<file path="src/rtl/jp_poll_if.sv">
// CPU-side register port of the joypad front end ($4016/$4017 access).
// Handshake: cs_in is a one-cycle access strobe with no ready/wait; a read is
// answered combinationally in the same cycle, and a write takes effect at its edge.
interface jp_poll_if;
  logic       cs_in;
  logic       a_in;
  logic       r_nw_in;
  logic [7:0] d_in;
  logic [7:0] d_out;

  modport master (output cs_in, a_in, r_nw_in, d_in, input d_out);
  modport slave  (input cs_in, a_in, r_nw_in, d_in, output d_out);
endinterface

</file>
<file path="src/rtl/jp_poll.sv">
// Dual NES pad poller: periodic latch/clock of both 4021 pads, per-pad button
// image, and $4016/$4017 strobe + shift-register read semantics for the CPU.
module jp_poll #(
  parameter int POLL_DIV    = 1666666,
  parameter int HALF_PERIOD = 600
) (
  input  logic       clk_in,
  input  logic       nres_in,
  input  logic       jp_data1_in,
  input  logic       jp_data2_in,
  output logic       jp_clk,
  output logic       jp_latch,
  jp_poll_if.slave   bus,
  output logic [1:0] o_dbg_state
);

  localparam int CNT_MAX = (POLL_DIV > 2 * HALF_PERIOD) ? POLL_DIV : 2 * HALF_PERIOD;
  localparam int CW      = $clog2(CNT_MAX + 1);
  localparam logic [CW-1:0] IDLE_LAST  = CW'(POLL_DIV - 1);
  localparam logic [CW-1:0] LATCH_LAST = CW'(2 * HALF_PERIOD - 1);
  localparam logic [CW-1:0] HALF_LAST  = CW'(HALF_PERIOD - 1);

  // Debug encoding on o_dbg_state: 0 IDLE, 1 LATCH, 2 CLK_HI, 3 CLK_LO.
  typedef enum logic [1:0] {
    S_IDLE   = 2'd0,
    S_LATCH  = 2'd1,
    S_CLK_HI = 2'd2,
    S_CLK_LO = 2'd3
  } state_t;

  state_t        r_state;
  logic [CW-1:0] r_cnt;
  logic [2:0]    r_bit;
  logic          r_commit;
  logic [1:0]    r_sync1, r_sync2;
  logic [7:0]    r_cap1, r_cap2;
  logic [7:0]    r_pad1, r_pad2;
  logic          r_strobe;
  logic [7:0]    r_sh1, r_sh2;

  logic w_rd, w_rd1, w_rd2, w_wr0, w_d1, w_d2, w_unused_d;

  assign w_d1 = r_sync1[1];
  assign w_d2 = r_sync2[1];
  assign o_dbg_state = r_state;

  always_ff @(posedge clk_in) begin
    if (!nres_in) begin
      r_state  <= S_IDLE;
      r_cnt    <= '0;
      r_bit    <= 3'd0;
      r_commit <= 1'b0;
      r_sync1  <= 2'b11;
      r_sync2  <= 2'b11;
      r_cap1   <= 8'h00;
      r_cap2   <= 8'h00;
      r_pad1   <= 8'h00;
      r_pad2   <= 8'h00;
      jp_clk   <= 1'b0;
      jp_latch <= 1'b0;
    end else begin
      // Pad lines are asynchronous to clk_in; both settle long before sampling.
      r_sync1 <= {r_sync1[0], jp_data1_in};
      r_sync2 <= {r_sync2[0], jp_data2_in};
      case (r_state)
        S_IDLE: begin
          if (r_commit) begin
            r_pad1   <= r_cap1;
            r_pad2   <= r_cap2;
            r_commit <= 1'b0;
            r_cnt    <= '0;
          end else if (r_cnt == IDLE_LAST) begin
            r_state  <= S_LATCH;
            r_cnt    <= '0;
            jp_latch <= 1'b1;
          end else begin
            r_cnt <= r_cnt + CW'(1);
          end
        end
        S_LATCH: begin
          if (r_cnt == LATCH_LAST) begin
            r_cap1   <= {~w_d1, r_cap1[7:1]};
            r_cap2   <= {~w_d2, r_cap2[7:1]};
            r_bit    <= 3'd0;
            r_cnt    <= '0;
            r_state  <= S_CLK_HI;
            jp_latch <= 1'b0;
            jp_clk   <= 1'b1;
          end else begin
            r_cnt <= r_cnt + CW'(1);
          end
        end
        S_CLK_HI: begin
          if (r_cnt == HALF_LAST) begin
            r_cnt   <= '0;
            r_state <= S_CLK_LO;
            jp_clk  <= 1'b0;
          end else begin
            r_cnt <= r_cnt + CW'(1);
          end
        end
        default: begin
          if (r_cnt == HALF_LAST) begin
            r_cap1 <= {~w_d1, r_cap1[7:1]};
            r_cap2 <= {~w_d2, r_cap2[7:1]};
            r_cnt  <= '0;
            if (r_bit == 3'd6) begin
              r_state  <= S_IDLE;
              r_commit <= 1'b1;
            end else begin
              r_bit   <= r_bit + 3'd1;
              r_state <= S_CLK_HI;
              jp_clk  <= 1'b1;
            end
          end else begin
            r_cnt <= r_cnt + CW'(1);
          end
        end
      endcase
    end
  end

  assign w_rd  = bus.cs_in & bus.r_nw_in;
  assign w_rd1 = w_rd & ~bus.a_in;
  assign w_rd2 = w_rd & bus.a_in;
  assign w_wr0 = bus.cs_in & ~bus.r_nw_in & ~bus.a_in;
  assign w_unused_d = ^bus.d_in[7:1];

  assign bus.d_out = w_rd ? {7'b0, (bus.a_in ? r_sh2[0] : r_sh1[0])} : 8'h00;

  // Reload uses the registered strobe, so the cycle that clears it still reloads.
  always_ff @(posedge clk_in) begin
    if (!nres_in) begin
      r_strobe <= 1'b0;
      r_sh1    <= 8'h00;
      r_sh2    <= 8'h00;
    end else begin
      if (w_wr0) r_strobe <= bus.d_in[0];
      if (r_strobe) begin
        r_sh1 <= r_pad1;
        r_sh2 <= r_pad2;
      end else begin
        if (w_rd1) r_sh1 <= {1'b1, r_sh1[7:1]};
        if (w_rd2) r_sh2 <= {1'b1, r_sh2[7:1]};
      end
    end
  end

endmodule

</file>
<file path="src/flat_wrapper.sv">
// flat-port wrapper written by rule: the top's interface ports become plain ports
module jp_poll_flat 
#(
  parameter int POLL_DIV    = 1666666,
  parameter int HALF_PERIOD = 600
)
  (clk_in, nres_in, jp_data1_in, jp_data2_in, jp_clk, jp_latch, o_dbg_state, bus_cs_in, bus_a_in, bus_r_nw_in, bus_d_in, bus_d_out);
  jp_poll_if bus_i ();
  input  logic clk_in;
  input  logic nres_in;
  input  logic jp_data1_in;
  input  logic jp_data2_in;
  output logic jp_clk;
  output logic jp_latch;
  output logic [1:0] o_dbg_state;
  input wire logic [$bits(bus_i.cs_in)-1:0] bus_cs_in;
  input wire logic [$bits(bus_i.a_in)-1:0] bus_a_in;
  input wire logic [$bits(bus_i.r_nw_in)-1:0] bus_r_nw_in;
  input wire logic [$bits(bus_i.d_in)-1:0] bus_d_in;
  output wire logic [$bits(bus_i.d_out)-1:0] bus_d_out;
  assign bus_i.cs_in = bus_cs_in;
  assign bus_i.a_in = bus_a_in;
  assign bus_i.r_nw_in = bus_r_nw_in;
  assign bus_i.d_in = bus_d_in;
  assign bus_d_out = bus_i.d_out;
  jp_poll #(.POLL_DIV(POLL_DIV), .HALF_PERIOD(HALF_PERIOD)) u_core (.clk_in(clk_in), .nres_in(nres_in), .jp_data1_in(jp_data1_in), .jp_data2_in(jp_data2_in), .jp_clk(jp_clk), .jp_latch(jp_latch), .bus(bus_i), .o_dbg_state(o_dbg_state));
endmodule
</file>
<file path="config.mk">
export PLATFORM = sky130hd
export DESIGN_NAME = jp_poll_flat
export DESIGN_NICKNAME = d
export VERILOG_FILES = /design/src/rtl/jp_poll_if.sv /design/src/rtl/jp_poll.sv /design/src/flat_wrapper.sv
export SDC_FILE = /design/constraint.sdc
export NUM_CORES = 1
export LEC_CHECK = 0
export CAP_MARGIN = 20
export CORE_UTILIZATION = 54
export CTS_BUF_LIST = sky130_fd_sc_hd__clkbuf_8
export CTS_CLUSTER_DIAMETER = 200
export CTS_CLUSTER_SIZE = 40
export DETAILED_ROUTE_END_ITERATION = 10
export PLACE_DENSITY_LB_ADDON = 0.3
export SLEW_MARGIN = 20
export SYNTH_ARGS = -nofsm -noshare
export SYNTH_HDL_FRONTEND = slang
export SYNTH_SLANG_ARGS = --single-unit
export TNS_END_PERCENT = 50
</file>
<file path="constraint.sdc">
create_clock -name clk_in -period 3 [get_ports clk_in]
set_input_delay 0.3 -clock clk_in [delete_from_list [all_inputs] [get_ports clk_in]]
set_output_delay 0.3 -clock clk_in [all_outputs]
set_load 0.05 [all_outputs]
</file>
; Word level (Yosys, flattened, before mapping)
; Cells that the tools add are included.
[word_totals]
ff_bits = 82
word_cells = 98
[op_classes]
add_sub_neg = 2
eq_ne = 12
n_mux = 40
n_bitwise = 12
reduce_logical = 17
[ops]
columns = op, count
row1 = two-way mux 21 bit, 4
row2 = two-way mux 8 bit, 8
row3 = case mux 21 bit (2 select lines), 1
row4 = case mux 8 bit (2 select lines), 2
row5 = adder 21 x 1 -> 21 bit (second input constant), 1
row6 = equality test 21 x 10 -> 1 bit (second input constant), 1
row7 = equality test 21 x 11 -> 1 bit (second input constant), 1
row8 = equality test 21 bit (second input constant), 1
row9 = two-way mux 2 bit, 6
row10 = nonzero test 2 bit, 6
row11 = two-way mux 1 bit, 11
row12 = AND reduction 5 bit, 2
row13 = two-way mux 3 bit, 3
row14 = AND reduction 4 bit, 2
row15 = NOT 1 bit, 7
row16 = inequality test 2 x 1 -> 1 bit (second input constant), 3
row17 = case mux 2 bit (3 select lines), 1
row18 = case mux 3 bit (2 select lines), 1
row19 = AND reduction 3 bit, 2
row20 = bitwise AND 1 bit, 5
row21 = inequality test 2 bit (second input constant), 2
row22 = case mux 1 bit (2 select lines), 2
row23 = OR reduction 2 bit, 2
row24 = adder 3 x 1 -> 3 bit (second input constant), 1
row25 = other kinds (8), 8

; Depth between registers and ports, before layout
[depth]
ltp_word = 4
depth_mapped = 8

; Worst setup path before layout
; OpenSTA, ideal clock, no wires.
[synth_path]
path_kind = reg-to-reg
startpoint = reg u_core.r_cnt[0]
endpoint = reg u_core.r_cnt[10]
setup_ps = 115
arrival_ps = 2150
t_required_ps = 2885
path_slack_ps = 735
stages_incl_launch_ff = 8
path_buffers = 1
period_less_slack_ps = 2265
cell_sequence = dfxtp_1 ha_1 or4bb_1 nor4_2 a21oi_2 o31ai_4 buf_6 nor2_2
[synth_via]
elab_chain_cells = 4
elab_cells_between_ends = 9
classes_between = add/sub: 1 / eq/ne: 3 / mux: 5
[synth_rtl]
columns = element, line
row1 = from (decl), jp_poll.sv:32  ; logic [CW-1:0] r_cnt;
row2 = from (signal assigned), jp_poll.sv:77  ; r_cnt <= r_cnt + CW'(1);
row3 = from (signal assigned), jp_poll.sv:90  ; r_cnt <= r_cnt + CW'(1);
row4 = from (signal assigned), jp_poll.sv:99  ; r_cnt <= r_cnt + CW'(1);
row5 = adder 21 x 1 -> 21 bit / equality test 21 bit (equally long branches), --
row6 = two-way mux 21 bit, jp_poll.sv:72  ; end else if (r_cnt == IDLE_LAST) begin
row7 = two-way mux 21 bit, jp_poll.sv:67  ; if (r_commit) begin
row8 = case mux 21 bit (2 select lines) (*), jp_poll.sv:65  ; case (r_state)
; Every way passes the cells marked *; elsewhere a longest branch is shown, timed or not.
; A chain may end at the register's enable or synchronous reset.

; Worst setup path after layout
[layout_path]
startpoint = reg u_core.r_cnt[0]
endpoint = reg u_core.r_cnt[15]
; The elaborated chain is that of the path after synthesis.

==> impl_metrics.env <==
export IMPL_cpPeakStageDelay_ns=0.59
export IMPL_tns_ns=0
export IMPL_cp_end_kind="flop"
export IMPL_nets=437
export IMPL_cp_max_fo=21
export IMPL_grt_usage_pct=19.55
export IMPL_critPathLaunchType="flop"
export IMPL_area_growth_pct=9.149
export IMPL_fin_crit_sh_pct=86.93
export IMPL_crit_cells=7
export IMPL_place_congestion=0.8237
export IMPL_ctsHoldBuffers=0
export IMPL_hold_slack_ns=0.4261
export IMPL_rsz0062_at_grt="false"
export IMPL_clock_path_buffers=2
export IMPL_grt_max_degree=34
export IMPL_peakVddDrop_v=0.0003459
export IMPL_remaining_drc_errors=3
export IMPL_synth_edff_count=0
export IMPL_hold_violations=0
export IMPL_relSlewSlack_pct=44.84
export IMPL_critPathSlowestCell="or4bb_1"
export IMPL_fin_util_pct=62.28
export IMPL_overflow=0
export IMPL_maxCapViolCount=0
export IMPL_dieArea_um2=7199
export IMPL_clk_pin_slew_ns=0.09
export IMPL_power_density_nw_per_um2=586.2
export IMPL_dp_hpwl_mm=4.390
export IMPL_start_util_pct=57.06
export IMPL_async_reset_ff_share_pct=0
export IMPL_synth_top_family_by_area="simple AND/OR/NAND/NOR gates"
export IMPL_grt_pass1_vias=2653
export IMPL_p_leak_nw=1.370
export IMPL_synth_distinct_cells=57
export IMPL_postSynthAreaPerCell_um2=9.151
export IMPL_critical_path_class="flop to flop"
export IMPL_synth_compound_area_share_pct=11.61
export IMPL_yosysSeqAreaShare_pct=44.29
export IMPL_grt_pass1_wl_mm=11.32
export IMPL_period_minus_slack_ns=2.608
export IMPL_ys_flop_type="dfxtp_1"
export IMPL_post_synth_fa_ha_maj_area_fraction_pct=2.701
export IMPL_min_path_type="flop to flop"
export IMPL_setup_viol=0
export IMPL_antenna_found_initial=0
export IMPL_maxSlewViolCount=0
export IMPL_critical_path_arrival_ns=2.84
export IMPL_cp_startpoint="u_core.r_cnt[0]"
export IMPL_h_tree_depth=3
export IMPL_cp_cell_sequence="ha_1 -> or4bb_1 -> nor4_2 -> a21oi_2 -> o31ai_4 -> buf_4 -> nor2_1"
export IMPL_coreArea_um2=6495
export IMPL_path_buf_inv=1
export IMPL_status="finished, violations left"
export IMPL_dr_first_iter_drc_count=119
export IMPL_violations="design-rule violations"
export IMPL_max_freq_mhz=383.4
export IMPL_rows=29
export IMPL_io_pins=27
export IMPL_wirelength_mm=6.396
export IMPL_die_w_um=84.85
export IMPL_drt_first_pass_iters=7
export IMPL_drt_antenna_violating_nets=0
export IMPL_die_h_um=84.85
export IMPL_portBuffers=12
export IMPL_numCtsBuffers=9
export IMPL_critical_path_top_delay_family="simple AND/OR/NAND/NOR gates"
export IMPL_drive_gt1_share_pct=12.41
export IMPL_r2r_setup_slack_ns=0.39
export IMPL_clock_root_buffer="clkbuf_8"
export IMPL_stdcell_count=496
export IMPL_num_vias=2740
export IMPL_netlist_instances=405
export IMPL_required_ns=3.24
export IMPL_yosys_register_bits=82
export IMPL_diodes=0
export IMPL_wire_per_inst_um=12.90
export IMPL_clock_skew_ns=0.01214
export IMPL_viasPerCell=5.524
export IMPL_r2r_end="u_core.r_cnt[15]"
export IMPL_yosys_warnings=0
export IMPL_placed_cells=480
export IMPL_cts_sinks=82
export IMPL_yosys_mux_area_fraction_pct=8.373
export IMPL_reg2reg_from="u_core.r_cnt[0]"
export IMPL_worstSetupEndpoint="u_core.r_cnt[15]"
export IMPL_worst_pin_slew_ns=0.8273
export IMPL_cts_resized=0
export IMPL_synth_area_um2=3706
export IMPL_synth_simple_area_share_pct=23.23
export IMPL_synthXorXnorAreaFrac_pct=4.490
export IMPL_clk_latency_ns=0.35
export IMPL_reg2reg_depth=7
export IMPL_total_power_mw=2.371
export IMPL_cts_tree="yes"
export IMPL_postCtsSetupBuffers=0
[cell families after synthesis]
family / Yosys count
XOR/XNOR: 19
flip-flops: 82
AND/OR/NAND/NOR: 164
other: 1
buffers and inverters: 38
AO/OA/AOI/OAI: 62
multiplexers: 31
adder cells (fa/ha/maj): 8
[synth_stat cells (2+ instances only)]
library cell  instances  share of area, %
nor2_2               20               3.4
nor2_1               29               2.9
buf_4                 7               1.4
xor2_1                4              0.95
nor4_4                2               1.1
ha_1                  8               2.7
o21ai_0               3              0.41
clkbuf_1             13               1.3
nand4b_1              2              0.47
nand2b_1              9               1.5
inv_1                13               1.3
nand2_1              63               6.4
nor3_1                4              0.54
o221a_2               2              0.61
a21oi_1              22               3.0
dfxtp_1              82                44
o22ai_1               2              0.34
or4_1                 2              0.41
and3_1                2              0.34
nor4_1                4              0.68
o21ai_1               2              0.27
o21a_1                2              0.41
nand3_1               7              0.95
or4_4                 2              0.61
mux2i_1              31               8.4
buf_6                 3              0.91
and4_1                2              0.47
a211oi_1             16               3.2
nand4_1               5              0.84
xnor2_1              15               3.5
[worst min-delay path by stage]
stage                                  from  slack [ns]                 to  cells after the start
final                     u_core.r_sync1[0]        0.43  u_core.r_sync1[1]                      1
after floorplan           u_core.r_sync1[0]        0.39  u_core.r_sync1[1]                      1
after global placement    u_core.r_sync1[0]        0.40  u_core.r_sync1[1]                      1
after CTS                 u_core.r_sync1[0]        0.43  u_core.r_sync1[1]                      1
after detailed placement  u_core.r_sync1[0]        0.40  u_core.r_sync1[1]                      1
after global routing      u_core.r_sync1[0]        0.45  u_core.r_sync1[1]                      1
[final cells by class]
type | instances | area [um^2]
Fill cell | 564 | 2450
Clock inverter | 7 | 82.58
Tap cell | 77 | 96.34
Timing Repair Buffer | 17 | 157.7
Multi-Input combinational cell | 291 | 1894
Clock buffer | 9 | 123.9
Sequential cell | 82 | 1642
Inverter | 13 | 48.80
[layer usage]
| metal | wire length [um] | global-route usage [%] | up-vias |
|---|---|---|---|
| met5 | 0 | 0 | - |
| met4 | 148 | 10.48 | 0 |
| met3 | 184 | 3.210 | 14 |
| met2 | 3012 | 33.56 | 50 |
| met1 | 3051 | 23.59 | 1263 |
| li1 | - | - | 1413 |
[sequential cells by signal (all words and copies together), names as in the netlist]
signal,flops
u_core.r_strobe,1
u_core.r_pad2,8
u_core.r_cnt,21
u_core.jp_latch,1
u_core.r_cap1,8
u_core.r_commit,1
u_core.r_cap2,8
u_core.r_sync2,2
u_core.r_sh1,8
u_core.r_pad1,8
u_core.r_bit,3
u_core.o_dbg_state,2
u_core.r_sh2,8
u_core.r_sync1,2
u_core.jp_clk,1
[worst reg2reg max path, stage by stage, from the launching register on]
cell	delay, ns
dfxtp_1	0.42
ha_1	0.27
or4bb_1	0.59
nor4_2	0.35
a21oi_2	0.20
o31ai_4	0.24
buf_4	0.34
nor2_1	0.09
[power breakdown]
group / internal, mW / switching, mW / leakage [nW]
Combinational: 0.126 / 0.258 / 0.607
Sequential: 1.13 / 0.0393 / 0.664
Clock: 0.399 / 0.420 / 0.0988
Total: 1.65 / 0.718 / 1.37
[cell usage in the layout (no fill, tap or decap), types with 3 or more instances in the layout]
| cell type | synthesis | routed |
|---|---|---|
| nor3_1 | 4 | 4 |
| nor2_1 | 29 | 29 |
| nor2_2 | 20 | 20 |
| nand3_1 | 7 | 7 |
| xnor2_1 | 15 | 15 |
| clkdlybuf4s50_1 | 0 | 12 |
| dfxtp_1 | 82 | 82 |
| conb_1 | 1 | 7 |
| nand2b_1 | 9 | 9 |
| nand4_1 | 5 | 5 |
| inv_1 | 13 | 13 |
| clkbuf_8 | 0 | 9 |
| a211oi_1 | 16 | 16 |
| mux2i_1 | 31 | 31 |
| nor4_1 | 4 | 4 |
| xor2_1 | 4 | 4 |
| a21oi_1 | 22 | 22 |
| buf_4 | 7 | 5 |
| o21ai_0 | 3 | 3 |
| ha_1 | 8 | 8 |
| inv_6 | 0 | 3 |
| nand2_1 | 63 | 63 |
[through the flow]
| stage | cell area (um^2) | setup WS (ns) |
|---|---|---|
| 2_1_floorplan | 3729 | 0.7353 |
| 5_1_grt | 4045 | 0.3109 |
| 3_3_place_gp | 3839 | 0.4483 |
| 3_5_place_dp | 3839 | 0.3938 |
| 4_1_cts | 4045 | 0.3796 |
| 6_report | 4045 | 0.3920 |
Note: power is estimated with default switching activity, not from simulation.
